--- src/rtl/timer_pkg.sv ---
// Shared definitions for the memory-mapped timer peripheral.
// Provides the register word offsets, the TCON bit positions, the IDLE/RUN
// state encoding and a small address-decode helper.
package timer_pkg;

    // Byte offsets of the three timer words relative to the base address
    localparam logic [3:0] OFF_TH   = 4'h0;
    localparam logic [3:0] OFF_TL   = 4'h4;
    localparam logic [3:0] OFF_TCON = 4'h8;

    // TCON bit positions
    localparam int TCON_EN      = 0;
    localparam int TCON_IRQ_EN  = 1;
    localparam int TCON_STATUS  = 2;
    localparam int TCON_ONESHOT = 3;

    // Value at which the next tick reloads TL from TH instead of incrementing
    localparam logic [31:0] TL_MAX = 32'hFFFF_FFFF;

    // Counter state; RUN is exactly TCON.EN == 1
    typedef enum logic {
        ST_IDLE = 1'b0,
        ST_RUN  = 1'b1
    } timer_state_e;

    // True when the low address nibble selects one of the three timer words
    function automatic logic is_timer_word(input logic [3:0] offset);
        logic hit;
        case (offset)
            OFF_TH, OFF_TL, OFF_TCON: hit = 1'b1;
            default:                  hit = 1'b0;
        endcase
        return hit;
    endfunction

endpackage

--- src/rtl/timer_prescaler.sv ---
// Prescaler for the timer: a 16-bit modulo-PRESCALE counter.
// Ports:
//   clk      system clock
//   reset    synchronous reset, active-low
//   i_clear  restart the count at 0 (used when the timer is enabled)
//   i_run    count enable; the count holds while low
//   o_tick   one-cycle pulse in the cycle the count sits at PRESCALE-1
module timer_prescaler #(
    parameter int unsigned PRESCALE = 1
) (
    input  logic clk,
    input  logic reset,
    input  logic i_clear,
    input  logic i_run,
    output logic o_tick
);

    localparam logic [15:0] LAST = 16'(PRESCALE - 1);

    logic [15:0] r_count;
    logic        w_last;

    assign w_last = (r_count == LAST);
    assign o_tick = i_run & w_last;

    // Modulo counter: clear has priority, otherwise count while running
    always_ff @(posedge clk) begin
        if (!reset) begin
            r_count <= 16'd0;
        end else if (i_clear) begin
            r_count <= 16'd0;
        end else if (i_run) begin
            r_count <= w_last ? 16'd0 : (r_count + 16'd1);
        end else begin
            r_count <= r_count;
        end
    end

endmodule

--- src/rtl/mmio_timer.sv ---
// Memory-mapped timer peripheral on the CPU MEM-stage peripheral bus.
// Words: TH (reload value), TL (counter), TCON (EN, IRQ_EN, STATUS, ONESHOT).
// TL advances once per prescaler tick while enabled; on a tick with TL at
// all-ones it reloads from TH and sets the sticky STATUS flag.
// Ports:
//   clk           system clock
//   reset         synchronous reset, active-low
//   i_address     byte address from the EX/MEM ALU result
//   i_read        read strobe
//   i_write       write strobe
//   i_write_data  store data
//   o_read_data   combinational read data, 0 when not a read hit
//   o_hit         address decodes to TH, TL or TCON
//   o_irq         IRQ_EN & STATUS, registered
module mmio_timer
    import timer_pkg::*;
#(
    parameter logic [31:0] BASE_ADDR = 32'h4000_0000,
    parameter int unsigned PRESCALE  = 1
) (
    input  logic        clk,
    input  logic        reset,
    input  logic [31:0] i_address,
    input  logic        i_read,
    input  logic        i_write,
    input  logic [31:0] i_write_data,
    output logic [31:0] o_read_data,
    output logic        o_hit,
    output logic        o_irq
);

    timer_state_e r_state;
    timer_state_e w_state_next;
    logic [31:0]  r_th;
    logic [31:0]  r_tl;
    logic         r_irq_en;
    logic         r_status;
    logic         r_oneshot;
    logic         r_irq;

    logic [31:0]  w_th_next;
    logic [31:0]  w_tl_next;
    logic         w_irq_en_next;
    logic         w_status_next;
    logic         w_oneshot_next;
    logic [31:0]  w_read_data;

    logic [3:0]   w_offset;
    logic         w_hit;
    logic         w_wr_th;
    logic         w_wr_tl;
    logic         w_wr_tcon;
    logic         w_run;
    logic         w_tick;
    logic         w_overflow;
    logic         w_psc_clear;
    logic [31:0]  w_tcon;

    assign w_offset  = i_address[3:0];
    assign w_hit     = (i_address[31:4] == BASE_ADDR[31:4]) && is_timer_word(w_offset);
    assign w_wr_th   = i_write & w_hit & (w_offset == OFF_TH);
    assign w_wr_tl   = i_write & w_hit & (w_offset == OFF_TL);
    assign w_wr_tcon = i_write & w_hit & (w_offset == OFF_TCON);
    assign w_run     = (r_state == ST_RUN);
    assign w_tcon    = {28'd0, r_oneshot, r_status, r_irq_en, w_run};

    // Only a 0->1 EN write restarts the prescaler; rewriting EN=1 while
    // running leaves the phase alone.
    assign w_psc_clear = w_wr_tcon & i_write_data[TCON_EN] & ~w_run;

    // A CPU write to TL replaces the whole tick effect, reload included
    assign w_overflow = w_tick & (r_tl == TL_MAX) & ~w_wr_tl;

    timer_prescaler #(
        .PRESCALE (PRESCALE)
    ) u_prescaler (
        .clk     (clk),
        .reset   (reset),
        .i_clear (w_psc_clear),
        .i_run   (w_run),
        .o_tick  (w_tick)
    );

    // Next state: a TCON write always decides EN; otherwise a one-shot overflow stops the timer
    always_comb begin
        w_state_next = r_state;
        case (r_state)
            ST_IDLE: begin
                if (w_wr_tcon && i_write_data[TCON_EN]) begin
                    w_state_next = ST_RUN;
                end else begin
                    w_state_next = ST_IDLE;
                end
            end
            ST_RUN: begin
                if (w_wr_tcon) begin
                    w_state_next = i_write_data[TCON_EN] ? ST_RUN : ST_IDLE;
                end else if (w_overflow && r_oneshot) begin
                    w_state_next = ST_IDLE;
                end else begin
                    w_state_next = ST_RUN;
                end
            end
            default: w_state_next = ST_IDLE;
        endcase
    end

    // Register next values; reload reads the old TH, overflow beats the W1C of STATUS
    always_comb begin
        w_th_next      = r_th;
        w_tl_next      = r_tl;
        w_irq_en_next  = r_irq_en;
        w_status_next  = r_status;
        w_oneshot_next = r_oneshot;

        if (w_wr_th) begin
            w_th_next = i_write_data;
        end else begin
            w_th_next = r_th;
        end

        if (w_wr_tl) begin
            w_tl_next = i_write_data;
        end else if (w_tick) begin
            w_tl_next = (r_tl == TL_MAX) ? r_th : (r_tl + 32'd1);
        end else begin
            w_tl_next = r_tl;
        end

        if (w_overflow) begin
            w_status_next = 1'b1;
        end else if (w_wr_tcon && i_write_data[TCON_STATUS]) begin
            w_status_next = 1'b0;
        end else begin
            w_status_next = r_status;
        end

        if (w_wr_tcon) begin
            w_irq_en_next  = i_write_data[TCON_IRQ_EN];
            w_oneshot_next = i_write_data[TCON_ONESHOT];
        end else begin
            w_irq_en_next  = r_irq_en;
            w_oneshot_next = r_oneshot;
        end
    end

    // Read mux: zero unless this is a read of one of the timer words
    always_comb begin
        w_read_data = 32'd0;
        if (i_read && w_hit) begin
            case (w_offset)
                OFF_TH:   w_read_data = r_th;
                OFF_TL:   w_read_data = r_tl;
                OFF_TCON: w_read_data = w_tcon;
                default:  w_read_data = 32'd0;
            endcase
        end else begin
            w_read_data = 32'd0;
        end
    end

    // State and register file; o_irq is registered from the next-state values
    always_ff @(posedge clk) begin
        if (!reset) begin
            r_state   <= ST_IDLE;
            r_th      <= 32'd0;
            r_tl      <= 32'd0;
            r_irq_en  <= 1'b0;
            r_status  <= 1'b0;
            r_oneshot <= 1'b0;
            r_irq     <= 1'b0;
        end else begin
            r_state   <= w_state_next;
            r_th      <= w_th_next;
            r_tl      <= w_tl_next;
            r_irq_en  <= w_irq_en_next;
            r_status  <= w_status_next;
            r_oneshot <= w_oneshot_next;
            r_irq     <= w_irq_en_next & w_status_next;
        end
    end

    assign o_read_data = w_read_data;
    assign o_hit       = w_hit;
    assign o_irq       = r_irq;

endmodule
--- config.mk ---
export PLATFORM = sky130hd
export DESIGN_NAME = mmio_timer
export DESIGN_NICKNAME = d
export VERILOG_FILES = /design/src/rtl/timer_pkg.sv /design/src/rtl/timer_prescaler.sv /design/src/rtl/mmio_timer.sv
export SDC_FILE = /design/constraint.sdc
export NUM_CORES = 1
export LEC_CHECK = 0
export ABC_CLOCK_PERIOD_IN_PS = 2430
export BUFFER_PORTS_ARGS = -buffer_cell sky130_fd_sc_hd__buf_2
export CAP_MARGIN = 20
export CORE_MARGIN = 2
export CORE_UTILIZATION = 50
export CTS_BUF_LIST = sky130_fd_sc_hd__clkbuf_16
export DETAILED_ROUTE_END_ITERATION = 6
export PLACE_DENSITY = 0.77
export SYNTH_ARGS = -nofsm -noshare
export SYNTH_HDL_FRONTEND = slang
export SYNTH_HIERARCHICAL = 1
export SYNTH_SLANG_ARGS = --single-unit
--- constraint.sdc ---
create_clock -name clk -period 2.43 [get_ports clk]
set_input_delay 0.6075 -clock clk [delete_from_list [all_inputs] [get_ports clk]]
set_output_delay 0.6075 -clock clk [all_outputs]
set_load 0.01 [all_outputs]
# Word-level counts from Yosys, hierarchy flattened
# Cells that the tools add are included.
op_classes:
  n_addsub: 2
  n_eq_ne: 4
  mux: 15
  n_bitwise: 13
  n_reduce_logical: 10
op_table:
  columns: ["operator", "count"]
  rows:
  - ["32-bit two-way mux", 4]
  - ["32-bit case mux with 3 select lines", 1]
  - ["32-bit by 1-bit adder with 32-bit output (second input constant)", 1]
  - ["32-bit equality test (second input constant)", 1]
  - ["28-bit by 27-bit equality test with 1-bit output (second input constant)", 1]
  - ["16-bit by 1-bit adder with 16-bit output (second input constant)", 1]
  - ["16-bit logical NOT", 1]
  - ["16-bit two-way mux", 1]
  - ["1-bit bitwise AND", 10]
  - ["1-bit two-way mux", 8]
  - ["1-bit logical AND", 5]
  - ["4-bit by 3-bit equality test with 1-bit output (second input constant)", 1]
  - ["4-bit equality test (second input constant)", 1]
  - ["4-bit logical NOT", 1]
  - ["1-bit inverter", 3]
  - ["3-bit OR reduction", 1]
  - ["1-bit case mux with 2 select lines", 1]
  - ["2-bit nonzero test", 1]
  - ["2-bit OR reduction", 1]
word_totals:
  reg_bits: 85
  input_bits: 68
  output_inout_bits: 34

# Logic depth before layout (Yosys ltp)
# Gate-level depths: netlist of run 1.
logic_depth:
  word_depth: 12
  ltp_mapped: 10
  mapped_depth_nobuf: 10

# Modules after synthesis
# The synthesis of run 1 kept the hierarchy.
modules_own_cells:
  columns: ["module", "instances", "cells_per_inst", "area_each_um2", "seq_area_each_um2"]
  rows:
  - ["mmio_timer", 1, 570, 4164.0, 1381.3]
  - ["timer_prescaler", 1, 89, 773.2, 320.3]

# Least setup slack after synthesis of run 1
# OpenSTA, ideal clock, no wires.
synth_timing:
  path_type: "input to output"
  start: "in i_address[3]"
  end: "out o_read_data[10]"
  arrival_time_ns: 2.175
  slack_ns: -0.352
  stages: 7
  path_buffers: 2
  path_cell_list: "clkbuf_1 a211oi_1 nand4_1 nor2_1 nand2_1 clkbuf_1 nor2_1"
synth_via:
  elab_chain_cells: 6
synth_rtl:
  columns: ["element", "line_no", "rtl"]
  rows:
  - ["from (decl)", "mmio_timer.sv:23", "input logic [31:0] i_address,"]
  - ["4-bit by 3-bit equality test with 1-bit output (tied with other cells)", "timer_pkg.sv:29", "case (offset)"]
  - ["3-bit OR reduction (*)", "timer_pkg.sv:29", null]
  - ["1-bit two-way mux (*)", "timer_pkg.sv:29", null]
  - ["1-bit logical AND (*)", "mmio_timer.sv:60", "assign w_hit = (i_address[31:4] == BASE_ADDR[31:4]) && is_timer_word(w_offset);"]
  - ["via o_hit", "mmio_timer.sv:28", "output logic o_hit,"]
  - ["1-bit logical AND (*)", "mmio_timer.sv:150", "if (i_read && w_hit) begin"]
  - ["32-bit two-way mux (*)", "mmio_timer.sv:150", null]
  - ["to (decl)", "mmio_timer.sv:27", "output logic [31:0] o_read_data,"]
# Mark *: on every way through the listed nets, which the timed path passes. The rest lies on a longest branch.

# Worst setup path in the final report of run 1
layout_timing:
  start: "in i_address[11]"
  end: "out o_read_data[0]"
layout_via:
  elab_chain_cells: 4
layout_rtl:
  columns: ["element", "line_no"]
  rows:
  - ["28-bit by 27-bit equality test with 1-bit output", "mmio_timer.sv:60"]
  - ["1-bit logical AND", "mmio_timer.sv:60"]
  - ["1-bit logical AND", "mmio_timer.sv:150"]
  - ["32-bit two-way mux", "mmio_timer.sv:150"]
# No other way between the ends.

==> results of run 1 <==
## cell families after synthesis
kind of cell,synth area share (%)
mux,3.776
compound gates,19.89
buf+inv,4.359
xor+xnor,4.257
flops,34.47
fa+ha+maj,0.7603
simple gates,32.49
## worst min path at each step
stage | startpoint | to | slack (ns) | cells past startpoint
after floorplan | r_th[9] | r_th[9] | 0.44 | 2
after global routing | r_th[12] | r_th[12] | 0.49 | 2
after detailed placement | r_th[9] | r_th[9] | 0.47 | 2
final | r_th[6] | r_th[6] | 0.48 | 2
after global placement | r_th[16] | r_th[16] | 0.46 | 2
after CTS | r_th[9] | r_th[9] | 0.47 | 2
## power groups by stage
stage | clock [W] | combinational (W) | sequential [W]
2_1_floorplan | 0 | 0.0000701 | 0.00144
3_3_place_gp | 0 | 0.000183 | 0.00143
3_5_place_dp | 0 | 0.000187 | 0.00143
4_1_cts | 0.00148 | 0.000193 | 0.00140
5_1_grt | 0.00154 | 0.000222 | 0.00140
6_report | 0.00149 | 0.000209 | 0.00140
## state kept, by name, summed over array words and instances, names as in the netlist
signal,cells
r_status,1
r_oneshot,1
r_irq_en,1
r_state,1
u_prescaler/r_count,16
r_tl,32
o_irq,1
r_th,32
## layout make-up
type | instances | area [µm²] | share of cell area [%]
Timing Repair Buffer | 171 | 1390 | 19.77
Tap cell | 133 | 166.4 | 2.367
Sequential cell | 85 | 1702 | 24.20
Clock buffer | 9 | 225.2 | 3.203
Multi-Input combinational cell | 521 | 3431 | 48.80
Inverter | 7 | 26.28 | 0.3737
Clock inverter | 7 | 90.09 | 1.281
## routing by layer
layer	track usage (%)	share of wire [%]	up-vias
met2	52.46	49	337
met3	4.368	8.1	68
met1	39.35	39	2809
met5	0	0	-
met4	12.96	3.1	0
li1	-	-	2694
## cell usage in the layout, fill, tap and decap left out, types with 4 or more instances in the layout
master and instances:
buf_4 55, xnor2_1 13, and2_1 6, nand2_1 90, nor2_1 42, nor3b_1 7, dfxtp_1 85, o31ai_1 4
nand4_1 20, xor2_1 11, nor4_1 11, o21ai_0 25, mux2_2 5, a22oi_1 32, nand3_1 31, buf_2 70
o211ai_1 4, or3_1 5, and3_1 8, nor3_1 16, a21oi_1 55, inv_1 8, and4_1 7, nand3b_1 4
buf_12 9, a31oi_1 13, nor4_2 6, buf_6 35, nor2_4 33, mux2i_1 13, o22ai_1 5, clkbuf_16 10
## stage by stage
step | hold slack, ns | setup WS, ns | util (%) | setup TNS [ns] | power (W)
after floorplan | 0.4445 | 0.008546 | - | 0 | 0.001505
after global placement | 0.4587 | -0.05319 | 64.97 | -0.9655 | 0.001617
after detailed placement | 0.4664 | -0.09053 | 64.97 | -1.743 | 0.001621
after CTS | 0.4748 | -0.06807 | 68.85 | -1.102 | 0.003078
after global routing | 0.4922 | -0.2234 | 72.60 | -6.547 | 0.003163
final | 0.4819 | -0.1421 | 72.60 | -3.727 | 0.003105
## critical path, stage by stage
cell and delay (ns):
buf_2 0.10, nor4_2 0.30, nand4_1 0.22, nor2_4 0.17
nand2_4 0.13, buf_12 0.19, nor2_4 0.10, buf_2 0.13
## synthesized netlist by cell type, drive strengths merged (2+ instances only)
master | n | area, µm²
nor3b | 7 | 52.55
mux2i | 13 | 130.1
or3 | 5 | 31.28
a311oi | 2 | 17.52
buf | 11 | 57.56
o22ai | 5 | 31.28
o41ai | 2 | 17.52
and3 | 9 | 56.30
nand4 | 22 | 150.1
xor2 | 11 | 96.34
and4 | 8 | 70.07
inv | 7 | 26.28
nand3b | 4 | 30.03
o31ai | 4 | 30.03
clkbuf | 35 | 131.4
ha | 3 | 37.54
nand3 | 34 | 175.2
nand2 | 91 | 341.6
nor4 | 20 | 125.1
or4 | 3 | 26.27
a22oi | 32 | 240.2
o211ai | 4 | 30.03
a31oi | 13 | 81.33
dfxtp | 85 | 1702
nor2b | 3 | 18.77
nor2 | 75 | 281.5
a32o | 2 | 20.02
xnor2 | 13 | 113.9
nor3 | 20 | 110.1
and4b | 2 | 20.02
and2 | 8 | 50.05
a21oi | 55 | 275.3
nor4b | 5 | 50.04
o21ai | 25 | 125.1
o32ai | 3 | 26.28
a211oi | 5 | 37.54
a211o | 2 | 17.52
mux2 | 5 | 56.30
## what timing repair did
item | in CTS | in global routing
pin swaps | 1 | 7
gates cloned | 0 | 2
buffers inserted | 1 | 3
endpoints found under the setup margin | 32 | 55
resized for setup | 9 | 53
==> impl_metrics.ini, run 1 <==
[clock_network]
htreeDepth = 3
cts_sinks = 85
cts_tree = yes
clk_path_buf_depth = 2
clk_pin_slew_ns = 0.06
insertion_delay_ns = 0.34
cts_buffers = 9
holdBufCountCts = 0
cts-root-buf = clkbuf_16

[pwr]
p_leak_nw = 2.458
powerDensity_nw_per_um2 = 441.7
power_frac_seq_pct = 45.2
clkPwrFrac_pct = 48.1
ir_drop_v = 0.0003801
swShare_pct = 23.08
power.switching_w = 0.0007166
comb_power_share_pct = 6.7
p_int_w = 0.002389

[floorplan]
pin_count = 102
die_h_um = 103.4
die_x_um = 103.4
coreArea_um2 = 9684
std_cell_rows = 36
die-area_um2 = 10690
initial_core_util_pct = 50.98

[sta]
setup_viol = 33
rsz0062_at_grt = yes
min_period_over_period_pct = 105.8
relSlewSlack_pct = 66.50
timing.fmax_mhz = 388.8
tightestPinTransition_ns = 0.5019
drv_slew = 0
hold_viol = 0
setup_ws_ns = -0.1421
layout_min_cycle_time_ns = 2.572
fin_skew_ns = 0.01373

[critical_path]
cp-start-kind = input port
cp.required_ns = 1.82
crit_arrival_ns = 1.96
r2r_end = r_tl[9]
crit_start = i_address[11]
reg2reg_depth = 8
endpoint = o_read_data[0]
r2r_setup_slack_ns = 0.08
rr_startpoint = r_tl[1]
worstSetupPathType = in2out
cp-end-kind = output port
critPathMaxFanout = 11

[finish]
n_antenna_cell = 0
drive_gt1_share_pct = 31.50
layoutNonFillerInstCount = 933
area_growth_pct = 42.40
fill_cells = 728
stdcell_area_um2 = 7030
final_nets = 866

[yosys]
synth_area_per_cell_um2 = 7.492
ys_types = 51
synthArstFlopShare_pct = 0
synth_edf_count = 0
yosysWarnings = 6
syn_inst = 659
syn_nets = 730
synthFlopType = dfxtp_1
ys_ff_latch = 85
yosysSeqAreaShare_pct = 34.47
netlist_area_um2 = 4937

[grt]
track_usage_pct = 30.92
grt_start_max_net_pins = 37
grt_pass1_wl_um = 26070
overflow = 0
antenna_found_initial = 0
grt_pass1_vias = 5525

[placed_design]
placed_area_um2 = 6292
gp_congestion = 0.9486
dp_hpwl_um = 11640
dp_cells = 911
port-buffer-count = 101

[status]
violations = design-rule violations, negative setup slack
status = finished, violations left

[flow_run]
maxCapViolations = 0

[drt]
postRouteAntennaNets = 0
drt-vias-per-instance = 6.332
firstDrtPassIters = 7
wl_per_cell_um = 18.73
num_vias = 5908
drt-initial-drc-count = 635
drt_drc_violations_left = 1
wirelength_um = 17480

[hold_path]
min_path_type = reg2reg
No activity file was read; power rests on OpenSTA's default activity.
==> inputs of run 2 (changes only) <==
--- a/config.mk
+++ b/config.mk
@@ -13,6 +13,7 @@
 export CTS_BUF_LIST = sky130_fd_sc_hd__clkbuf_16
 export DETAILED_ROUTE_END_ITERATION = 6
 export PLACE_DENSITY = 0.77
+export RECOVER_POWER = 50
 export SYNTH_ARGS = -nofsm -noshare
 export SYNTH_HDL_FRONTEND = slang
 export SYNTH_HIERARCHICAL = 1
==> run 2 against run 1 <==
  * The flow finishes with violations (negative setup slack)
  * Global-route usage is the same
  * Combinational power about the same
  * Via count fell by 0.86%
  * Sequential share of layout area about the same
  * Clock power is essentially flat
  * Maximum frequency barely moved
  * Worst hold slack worse by 0.0037 ns
  * Final cell count did not move
  * Total power about the same
  * Critical path type unchanged
  * Largest cell class unchanged
  * Largest power group unchanged
==> impl_metrics.ini, run 2 (synthesis gave the netlist of run 1 again) <==
[status]
status = finished, violations left
violations = negative setup slack

[grt]
grt_pass1_vias = 5525
antenna_found_initial = 0
grt_start_max_net_pins = 37
grt_pass1_wl_um = 26070
track_usage_pct = 30.92
overflow = 0

[sta]
rsz0062_at_grt = yes
min_period_over_period_pct = 105.9
layout_min_cycle_time_ns = 2.572
hold_viol = 0
timing.fmax_mhz = 388.7
drv_slew = 0
fin_skew_ns = 0.01406
tightestPinTransition_ns = 0.5007
relSlewSlack_pct = 66.59
setup_viol = 33
fin_setup_tns_ns = -3.738
setup_ws_ns = -0.1424

[finish]
final_common_cell = nand2_1
multi_input_area_um2 = 3431
register_area_um2 = 1702
n_antenna_cell = 0
final_nets = 866
layout_common_cells = 90 x nand2_1, 85 x dfxtp_1, 69 x buf_2
final_core_util_pct = 72.58
largest_registers = r_th (32), r_tl (32), u_prescaler/r_count (16)
layoutNonFillerInstCount = 933
drive_gt1_share_pct = 31.37
area_growth_pct = 42.37
stdcell_area_um2 = 7029
fill_cells = 729

[placed_design]
port-buffer-count = 101
dp_hpwl_um = 11640
dp_cells = 911
placed_area_um2 = 6292
gp_congestion = 0.9486

[hold_path]
hold_start = r_th[12]
min_path_type = reg2reg

[pwr]
comb_power_share_pct = 6.7
power.switching_w = 0.0007142
powerDensity_nw_per_um2 = 441.4
p_leak_nw = 2.454
swShare_pct = 23.02
ir_drop_v = 0.0003800
p_int_w = 0.002389
clkPwrFrac_pct = 48.1
power_frac_seq_pct = 45.2

[drt]
postRouteAntennaNets = 0
firstDrtPassIters = 5
drt_drc_violations_left = 0
wirelength_um = 17450
num_vias = 5857
drt-vias-per-instance = 6.278
wl_per_cell_um = 18.70
drt-initial-drc-count = 635

[critical_path]
critPathMaxFanout = 11
crit_arrival_ns = 1.96
worstSetupPathType = in2out
rr_startpoint = r_tl[1]
cp.required_ns = 1.82
cp-end-kind = output port
crit_start = i_address[11]
cp-start-kind = input port

[clock_network]
htreeDepth = 3
clk_path_buf_depth = 2
cts_buffers = 9
cts-root-buf = clkbuf_16
cts_sinks = 85
insertion_delay_ns = 0.34
holdBufCountCts = 0
clk_pin_slew_ns = 0.06
cts_tree = yes

[floorplan]
die_x_um = 103.4
coreArea_um2 = 9684
pin_count = 102
die-area_um2 = 10690
initial_core_util_pct = 50.98
std_cell_rows = 36
die_h_um = 103.4

[flow_run]
maxCapViolations = 0
[run 2: cell count changes in the layout (fill, tap and decap cells not counted)]
cell and change:
buf_2 -1, clkbuf_1 +1
[run 2: routing by layer]
metal,GRT usage (%),up-vias,wire length (µm)
li1,-,2693,-
met1,39.35,2773,6875
met2,52.46,327,8605
met3,4.368,64,1406
met4,12.96,0,562
met5,0,-,0
[run 2: through the flow]
step	setup slack, ns	power [W]	hold WS (ns)
2_1_floorplan	0.008546	0.001505	0.4445
3_3_place_gp	-0.05319	0.001617	0.4587
3_5_place_dp	-0.09053	0.001621	0.4664
4_1_cts	-0.06807	0.003078	0.4748
5_1_grt	-0.2234	0.003163	0.4922
6_report	-0.1424	0.003103	0.4782
[run 2: layout make-up]
type / count / area share [%]
Tap cell: 133 / 2.367
Sequential cell: 85 / 24.21
Clock inverter: 7 / 1.282
Multi-Input combinational cell: 521 / 48.81
Inverter: 7 / 0.3738
Timing Repair Buffer: 171 / 19.76
Clock buffer: 9 / 3.204
[run 2: critical path: stages]
cell     delay, ns
buf_2         0.10
nor4_2        0.30
nand4_1       0.22
nor2_4        0.17
nand2_4       0.13
buf_12        0.19
nor2_4        0.10
buf_2         0.13
[run 2: power groups by stage]
stage	Combinational, W	Sequential, W	Clock, W
floorplan	0.0000701	0.00144	0
global placement	0.000183	0.00143	0
detailed placement	0.000187	0.00143	0
CTS	0.000193	0.00140	0.00148
global route	0.000222	0.00140	0.00154
finish	0.000209	0.00140	0.00149
[run 2: path summary, 6_finish.rpt]
check                           cells past startpoint  slack, ns             end
worst max register to register                      8       0.09         r_tl[9]
worst min-delay path                                2       0.48        r_th[12]
worst max-delay path                                8      -0.14  o_read_data[0]
worst min register to register                      2       0.48        r_th[12]
[run 2: what timing repair did]
item                       CTS  global route
gates resized for setup      9            53
gates cloned                 0             2
hold endpoints to repair     0             0
pin swaps                    1             7
setup buffers                1             3
setup endpoints to repair   32            55
==> inputs of run 3 (changes only) <==
--- a/config.mk
+++ b/config.mk
@@ -12,9 +12,8 @@
 export CORE_UTILIZATION = 50
 export CTS_BUF_LIST = sky130_fd_sc_hd__clkbuf_16
 export DETAILED_ROUTE_END_ITERATION = 6
-export PLACE_DENSITY = 0.77
+export PLACE_DENSITY = 0.76
 export RECOVER_POWER = 50
 export SYNTH_ARGS = -nofsm -noshare
 export SYNTH_HDL_FRONTEND = slang
-export SYNTH_HIERARCHICAL = 1
 export SYNTH_SLANG_ARGS = --single-unit
==> run 3 against run 2 <==
  * The run still ends with negative setup slack left
  * Total power shrank 6.4%
  * Cell area shrank 3.6%
  * Area after synthesis grew 4.5%
  * Clock skew grew 0.00090 ns
  * Register-to-register slack gained 0.08 ns
  * Via count shrank 5.6%
  * Highest routed layer unchanged
==> impl_metrics.ini, run 3 <==
[floorplan]
coreArea_um2 = 10180
initial_core_util_pct = 50.68
die_x_um = 105.6
die_h_um = 105.6
die-area_um2 = 11150
std_cell_rows = 37
pin_count = 102

[finish]
final_common_cell = dfxtp_1
n_antenna_cell = 0
stdcell_area_um2 = 6778
final_nets = 822
fill_cells = 834
area_growth_pct = 31.32
layout_common_cells = 85 x dfxtp_1, 84 x buf_2, 47 x nor2_1
largest_registers = r_th (32), r_tl (32), u_prescaler.r_count (16)
drive_gt1_share_pct = 30.16

[drt]
wirelength_um = 16120
dr.max_layer_used = met4
postRouteAntennaNets = 0
drt-initial-drc-count = 516
firstDrtPassIters = 6
drt-vias-per-instance = 6.196
wl_met1_um = 6742
num_vias = 5527
wl_per_cell_um = 18.07
drt_drc_violations_left = 0
wl_met2_um = 7755
met3_length_um = 1372

[pwr]
swShare_pct = 24.50
power.switching_w = 0.0007116
powerDensity_nw_per_um2 = 428.6
power_frac_seq_pct = 48.9
clkPwrFrac_pct = 43.8
ir_drop_v = 0.0002474
p_int_w = 0.002193
comb_power_share_pct = 7.3
p_leak_nw = 2.366

[yosys]
synthTopCellsByArea = dfxtp_1 33%, mux2i_1 8.0%, nor2_1 5.7%, nor2b_1 4.5%, a22oi_1 4.1%
ys_ff_latch = 85
synth_top_area_cell = dfxtp_1
synthFlopType = dfxtp_1
yosysMostFrequentCell = dfxtp_1
ys_types = 60
synth_area_per_cell_um2 = 8.090
syn_inst = 638
synthArstFlopShare_pct = 0
yosys.area.top_type_share_pct = 32.97
synthTopCellsByCount = 85 x dfxtp_1, 79 x nor2_1, 43 x nand2_1, 41 x mux2i_1, 37 x nor2b_1
netlist_area_um2 = 5161
synth_edf_count = 0
yosysWarnings = 0
yosysSeqAreaShare_pct = 32.97
syn_nets = 709

[critical_path]
cp.required_ns = 1.82
crit_arrival_ns = 1.97
worstSetupPathType = in2out
critPathMaxFanout = 12
cp-start-kind = input port
cp-end-kind = output port

[sta]
tightestPinTransition_ns = 0.5620
min_period_over_period_pct = 106.2
timing.fmax_mhz = 387.5
relSlewSlack_pct = 62.19
hold_viol = 0
setup_viol = 32
setup_ws_ns = -0.1506
layout_min_cycle_time_ns = 2.581
drv_slew = 0
fin_skew_ns = 0.01496
rsz0062_at_grt = yes

[grt]
grt_start_max_net_pins = 30
track_usage_pct = 27.55
antenna_found_initial = 0
overflow = 0
grt_pass1_vias = 5057
grt_pass1_wl_um = 25160

[status]
violations = negative setup slack
status = finished, violations left

[clock_network]
clk_pin_slew_ns = 0.06
cts_tree = yes
insertion_delay_ns = 0.35
cts_sinks = 85
clk_path_buf_depth = 2
cts-root-buf = clkbuf_16
htreeDepth = 3
cts_buffers = 9

[placed_design]
placed_area_um2 = 6201
place_worst_setup_slack_ns = -0.2487
port-buffer-count = 101
gp_congestion = 0.8869
dp_hpwl_um = 10780

[hold_path]
min_path_type = in2reg

[flow_run]
maxCapViolations = 0
## run 3: cell types whose count changed after synthesis, moves of 8 or more
cell      before  now
nand4_1       20   30
nor3_1        18   10
and3_1         9   20
mux2i_1       13   41
nor2b_1        3   37
a21oi_1       55   24
nand2_1       91   43
clkbuf_1      35   26
## run 3: critical path: stages
cell	delay [ns]
buf_6	0.10
nor4_4	0.29
nand4_1	0.23
nor2_4	0.18
nand2_4	0.12
buf_12	0.18
nor2_2	0.12
buf_2	0.15
## run 3: cell type report
class | count | area, µm² | area share [%]
Clock buffer | 9 | 225.2 | 3.323
Clock inverter | 7 | 43.79 | 0.6461
Inverter | 7 | 26.28 | 0.3877
Multi-Input combinational cell | 496 | 3468 | 51.17
Sequential cell | 85 | 1702 | 25.11
Tap cell | 136 | 170.2 | 2.511
Timing Repair Buffer | 152 | 1142 | 16.85
## run 3: worst paths after layout
path,slack (ns),startpoint,to,cells past startpoint
worst max-delay path,-0.15,i_address[8],o_read_data[0],8
worst min register to register,0.53,r_tl[17],r_tl[17],2
worst max register to register,0.17,r_tl[5],r_tl[6],7
worst min-delay path,0.51,i_write_data[22],r_tl[22],3
## run 3: through the flow
| step | hold slack, ns | utilization [%] | setup TNS, ns | power [W] | instances |
|---|---|---|---|---|---|
| 2_1_floorplan | 0.4781 | - | 0 | 0.001522 | 638 |
| 5_1_grt | 0.5115 | 66.55 | -6.307 | 0.002994 | 892 |
| 3_5_place_dp | 0.5104 | 60.88 | -9.630 | 0.001630 | 872 |
| 4_1_cts | 0.5042 | 65.09 | -2.671 | 0.002902 | 890 |
| 6_report | 0.5114 | 66.55 | -3.597 | 0.002905 | 892 |
| 3_3_place_gp | 0.5006 | 60.88 | -5.291 | 0.001626 | 872 |
## run 3: repair_timing
action | 4_1_cts | 5_1_grt
gates cloned | 0 | 2
gates resized for setup | 21 | 25
hold buffers | 0 | 0
setup buffers | 2 | 0
endpoints found under the setup margin | 32 | 40
pin swaps | 3 | 4
## run 3: routing by layer
| layer | GRT usage (%) | vias up |
|---|---|---|
| met5 | 0 | - |
| met4 | 9.117 | 0 |
| met3 | 5.566 | 27 |
| met2 | 44.42 | 321 |
| met1 | 36.89 | 2593 |
| li1 | - | 2586 |
## run 3: logic make-up (layout without fill, tap and decap cells)
family          after synthesis  after routing  share of synthesized area [%]
buf+inv                      57            175                          5.164
flops                        85             85                          32.97
simple gates                292            292                          30.59
xor+xnor                     20             20                          3.394
fa+ha+maj                     3              3                         0.7274
mux                          42             42                          8.170
compound gates              139            139                          18.98
## run 3: power by group through the flow
stage / clock [W] / combinational, W / sequential (W)
after detailed placement: 0 / 0.000180 / 0.00145
after CTS: 0.00128 / 0.000204 / 0.00142
after floorplan: 0 / 0.0000761 / 0.00145
after global placement: 0 / 0.000177 / 0.00145
final: 0.00127 / 0.000212 / 0.00142
after global routing: 0.00135 / 0.000226 / 0.00142
